$ cat src/rtl/alu_exec_ctrl.sv
// Multi-cycle execution controller: reads two sources over one synchronous
// register-file port, drives the combinational ALU, writes back, holds C/Z.
module alu_exec_ctrl #(
  parameter int RADDR_W = 3
) (
  input  logic               clk,
  input  logic               rst_n,
  input  logic               start,
  input  logic [2:0]         op,
  input  logic [RADDR_W-1:0] rd,
  input  logic [RADDR_W-1:0] rs_a,
  input  logic [RADDR_W-1:0] rs_b,
  output logic               busy,
  output logic               done,
  output logic               err,
  output logic [RADDR_W-1:0] rf_raddr,
  input  logic [7:0]         rf_rdata,
  output logic               rf_we,
  output logic [RADDR_W-1:0] rf_waddr,
  output logic [7:0]         rf_wdata,
  output logic [2:0]         alu_operation,
  output logic [7:0]         alu_a,
  output logic [7:0]         alu_b,
  input  logic [7:0]         alu_c,
  input  logic               alu_c_flag,
  input  logic               alu_z_flag,
  output logic               flag_c,
  output logic               flag_z
);

  localparam logic [2:0] OP_ADD = 3'd0;
  localparam logic [2:0] OP_SUB = 3'd1;
  localparam logic [2:0] OP_INC = 3'd2;
  localparam logic [2:0] OP_DEC = 3'd3;

  typedef enum logic [2:0] {
    IDLE,
    RD_A,
    RD_B,
    EXEC,
    WB
  } state_t;

  state_t             state;
  state_t             state_next;
  logic [2:0]         op_q;
  logic [RADDR_W-1:0] rd_q;
  logic [RADDR_W-1:0] rsa_q;
  logic [RADDR_W-1:0] rsb_q;
  logic [7:0]         a_reg;
  logic [7:0]         res;
  logic               pc;
  logic               pz;
  logic               op_legal;
  logic               accept;

  always_comb begin
    op_legal = (op == OP_ADD) || (op == OP_SUB) || (op == OP_INC) || (op == OP_DEC);
    accept   = (state == IDLE) && start;
  end

  always_ff @(posedge clk or negedge rst_n) begin
    if (!rst_n) begin
      state <= IDLE;
    end else begin
      state <= state_next;
    end
  end

  always_ff @(posedge clk or negedge rst_n) begin
    if (!rst_n) begin
      op_q   <= '0;
      rd_q   <= '0;
      rsa_q  <= '0;
      rsb_q  <= '0;
      a_reg  <= '0;
      res    <= '0;
      pc     <= 1'b0;
      pz     <= 1'b0;
      flag_c <= 1'b0;
      flag_z <= 1'b0;
      err    <= 1'b0;
    end else begin
      err <= accept && !op_legal;
      if (accept && op_legal) begin
        op_q  <= op;
        rd_q  <= rd;
        rsa_q <= rs_a;
        rsb_q <= rs_b;
      end
      if (state == RD_B) begin
        a_reg <= rf_rdata;
      end
      if (state == EXEC) begin
        res <= alu_c;
        pc  <= alu_c_flag;
        pz  <= alu_z_flag;
      end
      if (state == WB) begin
        flag_c <= pc;
        flag_z <= pz;
      end
    end
  end

  always_comb begin
    state_next    = state;
    busy          = (state != IDLE);
    done          = 1'b0;
    rf_raddr      = '0;
    rf_we         = 1'b0;
    rf_waddr      = '0;
    rf_wdata      = '0;
    alu_operation = op_q;
    alu_a         = '0;
    alu_b         = '0;
    unique case (state)
      IDLE: begin
        if (start && op_legal) begin
          state_next = RD_A;
        end
      end
      RD_A: begin
        rf_raddr   = rsa_q;
        state_next = RD_B;
      end
      RD_B: begin
        // B is read even for unary ops so every op takes the same path
        rf_raddr   = rsb_q;
        state_next = EXEC;
      end
      EXEC: begin
        alu_a      = a_reg;
        alu_b      = ((op_q == OP_ADD) || (op_q == OP_SUB)) ? rf_rdata : 8'h00;
        state_next = WB;
      end
      WB: begin
        rf_we      = 1'b1;
        rf_waddr   = rd_q;
        rf_wdata   = res;
        done       = 1'b1;
        state_next = IDLE;
      end
      default: begin
        state_next = IDLE;
      end
    endcase
  end

endmodule

$ cat config.mk
export PLATFORM = sky130hd
export DESIGN_NAME = alu_exec_ctrl
export DESIGN_NICKNAME = d
export VERILOG_FILES = /design/src/rtl/alu_exec_ctrl.sv
export SDC_FILE = /design/constraint.sdc
export NUM_CORES = 1
export LEC_CHECK = 0
export CELL_PAD_IN_SITES_DETAIL_PLACEMENT = 0
export CELL_PAD_IN_SITES_GLOBAL_PLACEMENT = 1
export CORE_UTILIZATION = 33
export CTS_CLUSTER_DIAMETER = 200
export DETAILED_ROUTE_END_ITERATION = 10
export PLACE_DENSITY = 0.89
export SLEW_MARGIN = 10
export SYNTH_ARGS = -nofsm -noshare
export SYNTH_HDL_FRONTEND = slang
export SYNTH_SLANG_ARGS = --single-unit
$ cat constraint.sdc
create_clock -name clk -period 1.8 [get_ports clk]
set_clock_uncertainty 0.1 [all_clocks]
set_input_delay 0.36 -clock clk [delete_from_list [all_inputs] [get_ports clk]]
set_output_delay 0.36 -clock clk [all_outputs]
set_load 0.1 [all_outputs]
== Yosys cells after proc, flatten, opt, wreduce, memory -nomap -nowiden ==
Index checks and enable logic that the tools add are counted.
Operators by class
  eq/ne operators: 9
  muxes and demuxes: 9
  reductions and logical operators: 13
Operators by type and width (count)
  $mux W8: 4
  $eq A3 B2 Y1 const B: 4
  $pmux W3 S4: 1
  $eq A3 B1 Y1 const B: 3
  $logic_not A3 Y1: 3
  $mux W3: 2
  $pmux W3 S2: 1
  $logic_and A1 B1 Y1: 4
  $logic_or A1 B1 Y1: 4
  $eq A3 B3 Y1 const B: 1
  $reduce_bool A3 Y1: 1
  $ne A2 B1 Y1 const B: 1
  $logic_not A1 Y1: 1
  $mux W1: 1
Storage, ports and cells
  register bits: 36
  bits of input ports: 33
  output and inout port bits: 39
  logic and storage cells: 43

== Logic depth before layout (Yosys ltp) ==
Gate-level depths: netlist of run 1.
  depth after elaboration: 7
  depth in mapped cells: 5
  mapped depth without buffers: 3

== Worst setup path after synthesis of run 1 ==
OpenSTA, ideal clock, no wires.
  path kind: register to output
  start point: register state[0]
  end point: output rf_waddr[0]
  arrival: 2097 ps
  data required time: 1340 ps
  path slack: -757 ps
  cell stages (with the launch flop): 4
  path buffers: 1
  cell sequence: dfrtp_1 nor3b_2 buf_2 and2_1
Between the ends
  word-level cells in the longest chain between the ends: 2
Ends and longest elaborated chain
  from (decl): line 44  | state_t state;
  from (signal assigned): line 66  | state <= state_next;
  $eq A3 B3 Y1: line 117  | unique case (state)
  $mux W3: line 117
  to (decl): line 19  | output logic [RADDR_W-1:0] rf_waddr,
No other way between the ends.

== Worst setup path after layout of run 1 ==
  start point: register state[2]
  end point: output alu_b[6]
Between the ends
  word-level cells in the longest chain between the ends: 2
Ends and longest elaborated chain
  $eq A3 B2 Y1: line 117
  $mux W8: line 117
  to (decl): line 23  | output logic [7:0] alu_b,
No other way between the ends.

==> flow_summary.yaml, run 1 <==
detailed_routing:
  wl_met2_um: 1940
  vias: 1273
  wl_met1_um: 1720
  drtPass1Iterations: 4
  first_iter_violations: 21
  dr_wl_met3_um: 218
  ant_nets: 0
  wl_per_cell_um: 13.5
  wl_um: 3910
  remaining_drc_errors: 0
  routed_via_density: 4.39
  top_layer_used: "met4"
placement:
  portBuffers: 71
  dp_hpwl_um: 2830
  gp_congestion: 0.743
setup_path:
  reg2reg_slack_ns: -0.01
  cp-endpoint: "alu_b[6]"
  r2r-start: "state[2]"
  cp_data_arrival_time_ns: 1.58
  cpPeakStageDelay_ns: 0.39
  start_kind: "flop"
  worst_r2r_endpoint: "a_reg[0]"
  r2r_cells: 7
  crit_type: "flop to output pin"
  crit_path_start: "state[2]"
  cp_slowest_cell: "dfrtp_1"
  crit_path_max_fanout: 3
  path_cells: "and3b_2, nor3b_4, buf_4, and2_4, buf_12"
  critPathCaptureType: "output pin"
  critPathRequiredTime_ns: 1.34
clocking:
  numCtsBuffers: 5
  ctsHoldBuffers: 0
  cts_root_buffer: "clkbuf_8"
  clock_path_buffers: 2
  clock-sinks: 36
  cts.clk_slew.worst_paths_ns: 0.07
  cts_tree: "yes"
  clk_latency_ns: 0.28
  cts.htree.levels: 2
grt:
  grt_start_max_net_pins: 37
  grt_pass1_wl_um: 6250
  gr-total-overflow: 0
  grtUsageTotal_pct: 15.5
  antenna_found_initial: 0
  grt_pass1_vias: 1274
sta:
  fin_hold_ws_ns: 0.00557
  worst_slew_pin_slew_ns: 0.439
  hold_viol: 0
  fin_setup_tns_ns: -6.91
  rsz0062_at_grt: "yes"
  drv_slew: 0
  max_freq_mhz: 489
  finalSetupViolations: 38
  post-route-min-period_ns: 2.04
  slew_headroom_pct: 70.7
  setup_slack_ns: -0.244
  post-route-period-util_pct: 114
pwr:
  power_uw: 6270
  intPower_uw: 3480
  swShare_pct: 44.5
  p_comb_share_pct: 67.1
  powerDensity_mw_per_mm2: 1870
  seqPwrFrac_pct: 23.6
  switchingPower_uw: 2790
  ir_drop_v: 0.00184
  power.leakage_uw: 0.00148
  clkPwrFrac_pct: 9.3
floorplanning:
  initial_utilization_pct: 35.1
  core_area_mm2: 0.00485
  die_area_mm2: 0.00544
  die_w_um: 73.8
  io-pin-count: 72
  rows: 25
  die_h_um: 73.8
logic_synthesis:
  synthesis.area_mm2: 0.00170
  ys_seq_area_share_pct: 53.0
  netlist_instances: 122
  yosysWarnings: 0
  syn_avg_cell_area_um2: 13.9
  synth.distinct_cells: 21
  syn-num-nets: 155
  ys_seq_elements: 36
layout:
  layout_common_cells: "buf_12 (42), dfrtp_1 (32), clkdlybuf4s50_1 (31), and2_4 (27), mux2_4 (18)"
  syn_to_final_growth_pct: 96.7
  drive_gt1_share_pct: 68.2
  diodes: 0
  layout.cells.most_common: "buf_12"
  nets: 255
outcome:
  violations: "setup timing"
  outcome: "complete, but fails checks"
job:
  maxCapViolations: 0
worst_hold_path:
  min_path_type: "primary input to asynchronous set/reset pin"
==> through the flow <==
stage / instance area, um^2 / instances / setup slack, ns / utilization [%]
2_1_floorplan: 1800 / 122 / -0.123 / -
3_3_place_gp: 2990 / 265 / -0.0387 / 61.7
3_5_place_dp: 2990 / 265 / -0.0443 / 61.7
4_1_cts: 3210 / 281 / -0.257 / 66.1
5_1_grt: 3340 / 290 / -0.330 / 69.0
6_report: 3340 / 290 / -0.244 / 69.0
==> worst max-delay path: cells and delay by family, from the launching register on <==
kind | cells | cell delay, ns
and+or+nand+nor | 3 | 0.59
DFF | 1 | 0.39
buffers and inverters | 2 | 0.31
==> worst min-delay path by stage <==
stage / endpoint / slack (ns) / startpoint
after global placement: flag_z / 0.33 / rst_n
after CTS: res[7] / 0.01 / rst_n
after detailed placement: alu_operation[0] / 0.32 / rst_n
final: state[2] / 0.006 / rst_n
after floorplan: a_reg[0] / -0.04 / rst_n
after global routing: rd_q[1] / 0.03 / rst_n
==> Yosys cell counts <==
cell type  count  share of area [%]
and2_1        20                7.4
nor3_4         1               0.96
and2b_2        2                1.0
nor2_1         6                1.3
and3_1         1               0.37
inv_1          1               0.22
buf_4          2               0.88
and3b_1        1               0.52
nor2b_1        1               0.37
buf_12         1                1.2
a22oi_1        3                1.3
buf_2          1               0.29
mux2_2        21                 14
dfrtp_1       36                 53
nor3b_4        2                2.2
nor3_1         1               0.29
nor3b_2        1               0.74
mux2_4        10                8.8
nand2_2        1               0.37
and2_2         8                3.5
buf_6          2                1.3
==> timing repair <==
action | in CTS | in global routing
pin swaps | 10 | 5
resized for setup | 18 | 23
endpoints found under the setup margin | 33 | 52
setup buffers | 8 | 9
==> kinds of logic (layout without fill, tap and decap cells) <==
kind of cell / Yosys count / after routing / synth area share [%]
and+or+nand+nor: 45 / 45 / 19.1
DFF: 36 / 36 / 53.0
muxes: 31 / 31 / 22.7
buffers and inverters: 7 / 108 / 3.90
AOI/OAI and AO/OA: 3 / 3 / 1.32
==> power by group through the flow <==
stage | sequential [uW] | combinational [uW] | clock (uW)
2_1_floorplan | 1760 | 2180 | 0
3_3_place_gp | 1460 | 3680 | 0
3_5_place_dp | 1480 | 3720 | 0
4_1_cts | 1480 | 3940 | 598
5_1_grt | 1540 | 4360 | 645
6_report | 1480 | 4210 | 581
==> per-layer routing <==
metal	vias to the layer above	GRT usage, %
met1	616	19.9
met4	0	3.21
met2	41	25.4
li1	611	-
met5	-	0
met3	5	5.21
==> layout make-up <==
cell class                 instances  area (um^2)
multi-input combinational         79          880
sequential                        36          906
clock inverter                     1         7.51
tap                               67         83.8
fill                             337         1500
timing repair buffer              99         1380
clock buffer                       7         86.3
inverter                           1         3.75
Note: power is estimated with default switching activity, not from simulation.
==> run 2: changes to the inputs <==
--- a/config.mk
+++ b/config.mk
@@ -7,6 +7,7 @@
 export LEC_CHECK = 0
 export CELL_PAD_IN_SITES_DETAIL_PLACEMENT = 0
 export CELL_PAD_IN_SITES_GLOBAL_PLACEMENT = 1
+export CORE_MARGIN = 2
 export CORE_UTILIZATION = 33
 export CTS_CLUSTER_DIAMETER = 200
 export DETAILED_ROUTE_END_ITERATION = 10
==> run 2 against run 1 <==
  * The run still ends with setup timing left
  * Highest routed layer unchanged
  * First-iteration DRC count rose to 2.5 times the previous value
  * Global-route usage up 0.27 points
  * Combinational power up 1%
  * Critical path depth unchanged
  * Core utilization down 2.4 points
  * Register-to-register slack better by 0.02 ns
  * Setup slack worse by 0.0066 ns
  * Sequential cell count unchanged
  * Wire length up 9.3%
  * Clock-buffer cell count unchanged
==> flow_summary.yaml, run 2 (synthesis gave the netlist of run 1 again) <==
layout:
  diodes: 0
  fin_cells: 291
  layout.cells.most_common: "buf_12"
  layout_common_cells: "buf_12 (45), dfrtp_1 (32), clkdlybuf4s50_1 (31), and2_4 (27), mux2_4 (18)"
  nets: 253
  drive_gt1_share_pct: 67.0
  syn_to_final_growth_pct: 97.4
setup_path:
  start_kind: "flop"
  critPathRequiredTime_ns: 1.34
  cp_data_arrival_time_ns: 1.59
  crit_type: "flop to output pin"
  crit_path_max_fanout: 5
  critPathCaptureType: "output pin"
sta:
  finalSetupViolations: 33
  post-route-period-util_pct: 114
  worst_slew_pin_slew_ns: 0.500
  rsz0062_at_grt: "yes"
  post-route-min-period_ns: 2.05
  hold_viol: 0
  slew_headroom_pct: 66.7
  setup_slack_ns: -0.250
  max_freq_mhz: 488
  drv_slew: 0
detailed_routing:
  first_iter_violations: 53
  wl_um: 4270
  remaining_drc_errors: 0
  routed_via_density: 4.34
  wl_per_cell_um: 14.7
  drtPass1Iterations: 3
  ant_nets: 0
  vias: 1263
placement:
  dpl.cell_count: 267
  gp_congestion: 0.723
  dp_slack_ns: -0.0811
  dp_hpwl_um: 3000
  portBuffers: 71
floorplanning:
  die_area_mm2: 0.00574
  rows: 26
  die_w_um: 75.8
  die_h_um: 75.8
  core_area_mm2: 0.00504
  io-pin-count: 72
  initial_utilization_pct: 33.7
worst_hold_path:
  min_path_type: "flop to flop"
pwr:
  power_uw: 6300
  power.leakage_uw: 0.00148
  powerDensity_mw_per_mm2: 1880
  ir_drop_v: 0.00189
clocking:
  clock-sinks: 36
  clock_path_buffers: 2
  cts.clk_slew.worst_paths_ns: 0.07
  cts.htree.levels: 2
  clk_latency_ns: 0.28
  cts_tree: "yes"
  cts_root_buffer: "clkbuf_8"
  numCtsBuffers: 5
job:
  maxCapViolations: 0
outcome:
  violations: "setup timing"
  outcome: "complete, but fails checks"
grt:
  grt_start_max_net_pins: 23
  antenna_found_initial: 0
  grtUsageTotal_pct: 15.8
  grt_pass1_vias: 1326
  gr-total-overflow: 0
  grt_pass1_wl_um: 6580
==> run 2: cell types whose count changed in the layout (fill, tap and decap cells not counted) <==
cell and change:
buf_6 -1, buf_12 +3, dlygate4sd3_1 +1, buf_4 -5
clkinvlp_4 -1, clkinv_2 +1, clkbuf_1 +1, clkbuf_8 -1
==> run 2: final timing paths <==
kind                       slack [ns]                to  cells past startpoint  startpoint
hold reg to reg                  0.41            res[5]                      1      res[5]
setup / recovery                -0.25          alu_b[3]                      5    state[2]
max in group asynchronous        0.50  alu_operation[1]                      3       rst_n
setup reg to reg                 0.01          a_reg[7]                      7    state[2]
min in group asynchronous        0.50            res[6]                      2       rst_n
hold / removal                   0.41            res[5]                      1      res[5]
==> run 2: report_power, final <==
group	leakage, uW	internal, uW	switching [uW]
clock	0.0000422	271	272
combinational	0.00101	1990	2280
sequential	0.000429	1210	277
total	0.00148	3470	2830
==> run 2: worst max-delay path, cell delays in order (launching register included) <==
cell and delay, ns:
dfrtp_1 0.37, and3b_2 0.24, nor3b_4 0.23, buf_6 0.15, and2_4 0.15, buf_12 0.16
==> run 2: what timing repair did <==
| action | in CTS | in global routing |
|---|---|---|
| gates resized for setup | 26 | 14 |
| endpoints found under the setup margin | 33 | 33 |
| pin swaps | 13 | 5 |
| setup buffers | 11 | 4 |
| endpoints found under the hold margin | 21 | 0 |
| hold buffers | 1 | 0 |
==> run 2: metrics by stage <==
| step | TNS (ns) | cell area (um^2) | util (%) | hold slack [ns] |
|---|---|---|---|---|
| after floorplan | -1.86 | 1800 | - | -0.0356 |
| after global placement | -0.289 | 3000 | 59.5 | 0.250 |
| after detailed placement | -0.944 | 3000 | 59.5 | 0.260 |
| after CTS | -7.00 | 3260 | 64.6 | 0.410 |
| after global routing | -8.94 | 3360 | 66.6 | 0.420 |
| final | -6.59 | 3360 | 66.6 | 0.409 |
==> run 2: final cells by class <==
type | count | area (um^2)
Clock inverter | 1 | 5.00
Fill cell | 354 | 1690
Multi-Input combinational cell | 79 | 880
Timing Repair Buffer | 97 | 1400
Clock buffer | 7 | 76.3
Tap cell | 70 | 87.6
Sequential cell | 36 | 906
Inverter | 1 | 3.75
==> run 2: layer usage <==
metal  up-vias  track usage, %  part of all wire [%]
met5         -               0                     0
li1        606               -                     -
met4         0            3.51                  0.49
met1       619            19.9                    41
met2        36            26.2                    54
met3         2            5.29                   4.7
==> run 3: changes to the inputs <==
--- a/config.mk
+++ b/config.mk
@@ -11,6 +11,7 @@
 export CORE_UTILIZATION = 33
 export CTS_CLUSTER_DIAMETER = 200
 export DETAILED_ROUTE_END_ITERATION = 10
+export GPL_TIMING_DRIVEN = 0
 export PLACE_DENSITY = 0.89
 export SLEW_MARGIN = 10
 export SYNTH_ARGS = -nofsm -noshare
==> run 3 against run 2 <==
  * The run still ends with setup timing left
  * Sequential cell count unchanged
  * Cell count grew 0.34%
  * Hold slack worse by 0.35 ns
  * Sequential power is essentially flat
  * Critical path depth unchanged
  * Wire length is 5.3% lower
  * Sequential share of layout area is 0.93 points higher
  * Die area unchanged
==> flow_summary.yaml, run 3 (synthesis gave the netlist of run 1 again) <==
outcome:
  outcome: "complete, but fails checks"
  violations: "setup timing"
placement:
  gp_congestion: 0.693
  place_area_mm2: 0.00259
  dp_hpwl_um: 2550
  dpl.cell_count: 263
  portBuffers: 71
  dp_slack_ns: -1.22
clocking:
  cts.clk_slew.worst_paths_ns: 0.08
  clk_latency_ns: 0.28
  cts_root_buffer: "clkbuf_8"
  cts.htree.levels: 2
  numCtsBuffers: 5
  clock-sinks: 36
  ctsHoldBuffers: 0
  cts_tree: "yes"
  clock_path_buffers: 2
floorplanning:
  initial_utilization_pct: 33.7
  core_area_mm2: 0.00504
  die_area_mm2: 0.00574
  die_w_um: 75.8
  rows: 26
  die_h_um: 75.8
  io-pin-count: 72
layout:
  layout_common_cells: "buf_12 (35), dfrtp_1 (32), clkdlybuf4s50_1 (31), and2_4 (27), mux2_2 (21)"
  fin_cells: 292
  diodes: 0
  fillers: 377
  nets: 254
  layout.cells.most_common: "buf_12"
  finish.utilization_pct: 64.4
  post-route-cell-area_mm2: 0.00325
  syn_to_final_growth_pct: 90.9
  drive_gt1_share_pct: 66.7
pwr:
  switchingPower_uw: 2710
  clkPwrFrac_pct: 9.2
  ir_drop_v: 0.00131
  p_comb_share_pct: 65.9
  seqPwrFrac_pct: 24.9
  powerDensity_mw_per_mm2: 1820
  intPower_uw: 3190
  power.leakage_uw: 0.00142
  swShare_pct: 46.0
grt:
  grt_pass1_wl_um: 6710
  grt_pass1_vias: 1359
  gr-total-overflow: 0
  antenna_found_initial: 0
  grt_start_max_net_pins: 37
  grtUsageTotal_pct: 15.9
sta:
  post-route-min-period_ns: 2.09
  setup_slack_ns: -0.285
  slew_headroom_pct: 36.6
  finalSetupViolations: 34
  drv_slew: 0
  max_freq_mhz: 480
  fin_hold_ws_ns: 0.0618
  post-route-period-util_pct: 116
  hold_viol: 0
  rsz0062_at_grt: "yes"
  worst_slew_pin_slew_ns: 0.955
setup_path:
  crit_path_max_fanout: 8
  path_cells: "and3b_2, nor3b_4, buf_12, and2_4, buf_12"
  start_kind: "flop"
  cp_common_cell: "buf_12"
  cp_data_arrival_time_ns: 1.63
  critPathCaptureType: "output pin"
  cp_slowest_cell: "dfrtp_2"
  critPathBufInv: 2
  cpPeakStageDelay_ns: 0.44
  critPathRequiredTime_ns: 1.34
  crit_type: "flop to output pin"
  cp_top_family: "simple AND/OR/NAND/NOR gates"
detailed_routing:
  vias: 1255
  drtPass1Iterations: 4
  wl_um: 4040
  remaining_drc_errors: 0
  ant_nets: 0
  first_iter_violations: 28
  routed_via_density: 4.30
  wl_per_cell_um: 13.8
worst_hold_path:
  min_path_type: "primary input to asynchronous set/reset pin"
job:
  maxCapViolations: 0
==> run 3: final cells by class <==
cell class / instances / area, um^2 / share of cell area (%)
repair buffers: 94 / 1280 / 39.4
clock buffers: 7 / 76.3 / 2.35
clock inverters: 1 / 5.00 / 0.154
plain buffers: 4 / 53.8 / 1.66
well taps: 70 / 87.6 / 2.70
flip-flops and latches: 36 / 906 / 27.9
multi-input cells: 79 / 836 / 25.8
inverters: 1 / 3.75 / 0.116
==> run 3: metal layers <==
| metal | wire (um) | track usage [%] | part of all wire, % | vias up |
|---|---|---|---|---|
| met5 | 0 | 0 | 0 | - |
| met4 | 21 | 4.09 | 0.52 | 0 |
| met3 | 175 | 3.97 | 4.3 | 5 |
| met2 | 2140 | 27.3 | 53 | 34 |
| met1 | 1700 | 19.9 | 42 | 608 |
| li1 | - | - | - | 608 |
==> run 3: path summary, 6_finish.rpt <==
kind	from	endpoint	slack [ns]	depth (start not counted)
setup reg to reg	state[0]	res[0]	0.06	6
hold / removal	rst_n	rd_q[1]	0.06	1
setup / recovery	state[0]	alu_b[5]	-0.29	5
max in group asynchronous	rst_n	state[1]	0.98	1
hold reg to reg	pc	pc	0.40	1
min in group clk	pc	pc	0.40	1
==> run 3: through the flow <==
step / total power (uW) / TNS (ns)
3_5_place_dp: 4600 / -33.60
2_1_floorplan: 3940 / -1.86
6_report: 5900 / -6.80
4_1_cts: 5820 / -8.08
5_1_grt: 6180 / -8.80
3_3_place_gp: 4560 / -53.18
==> run 3: power groups by stage <==
stage	clock network (uW)	registers [uW]	logic [uW]
after floorplan	0	1760	2180
after global placement	0	1450	3100
after detailed placement	0	1470	3120
after CTS	566	1460	3800
after global routing	608	1520	4050
final	543	1470	3890
==> run 3: timing repair <==
action | CTS | global route
buffers inserted | 14 | 8
pin swaps | 21 | 3
gates cloned | 2 | 1
endpoints found under the setup margin | 39 | 51
resized for setup | 336 | 1
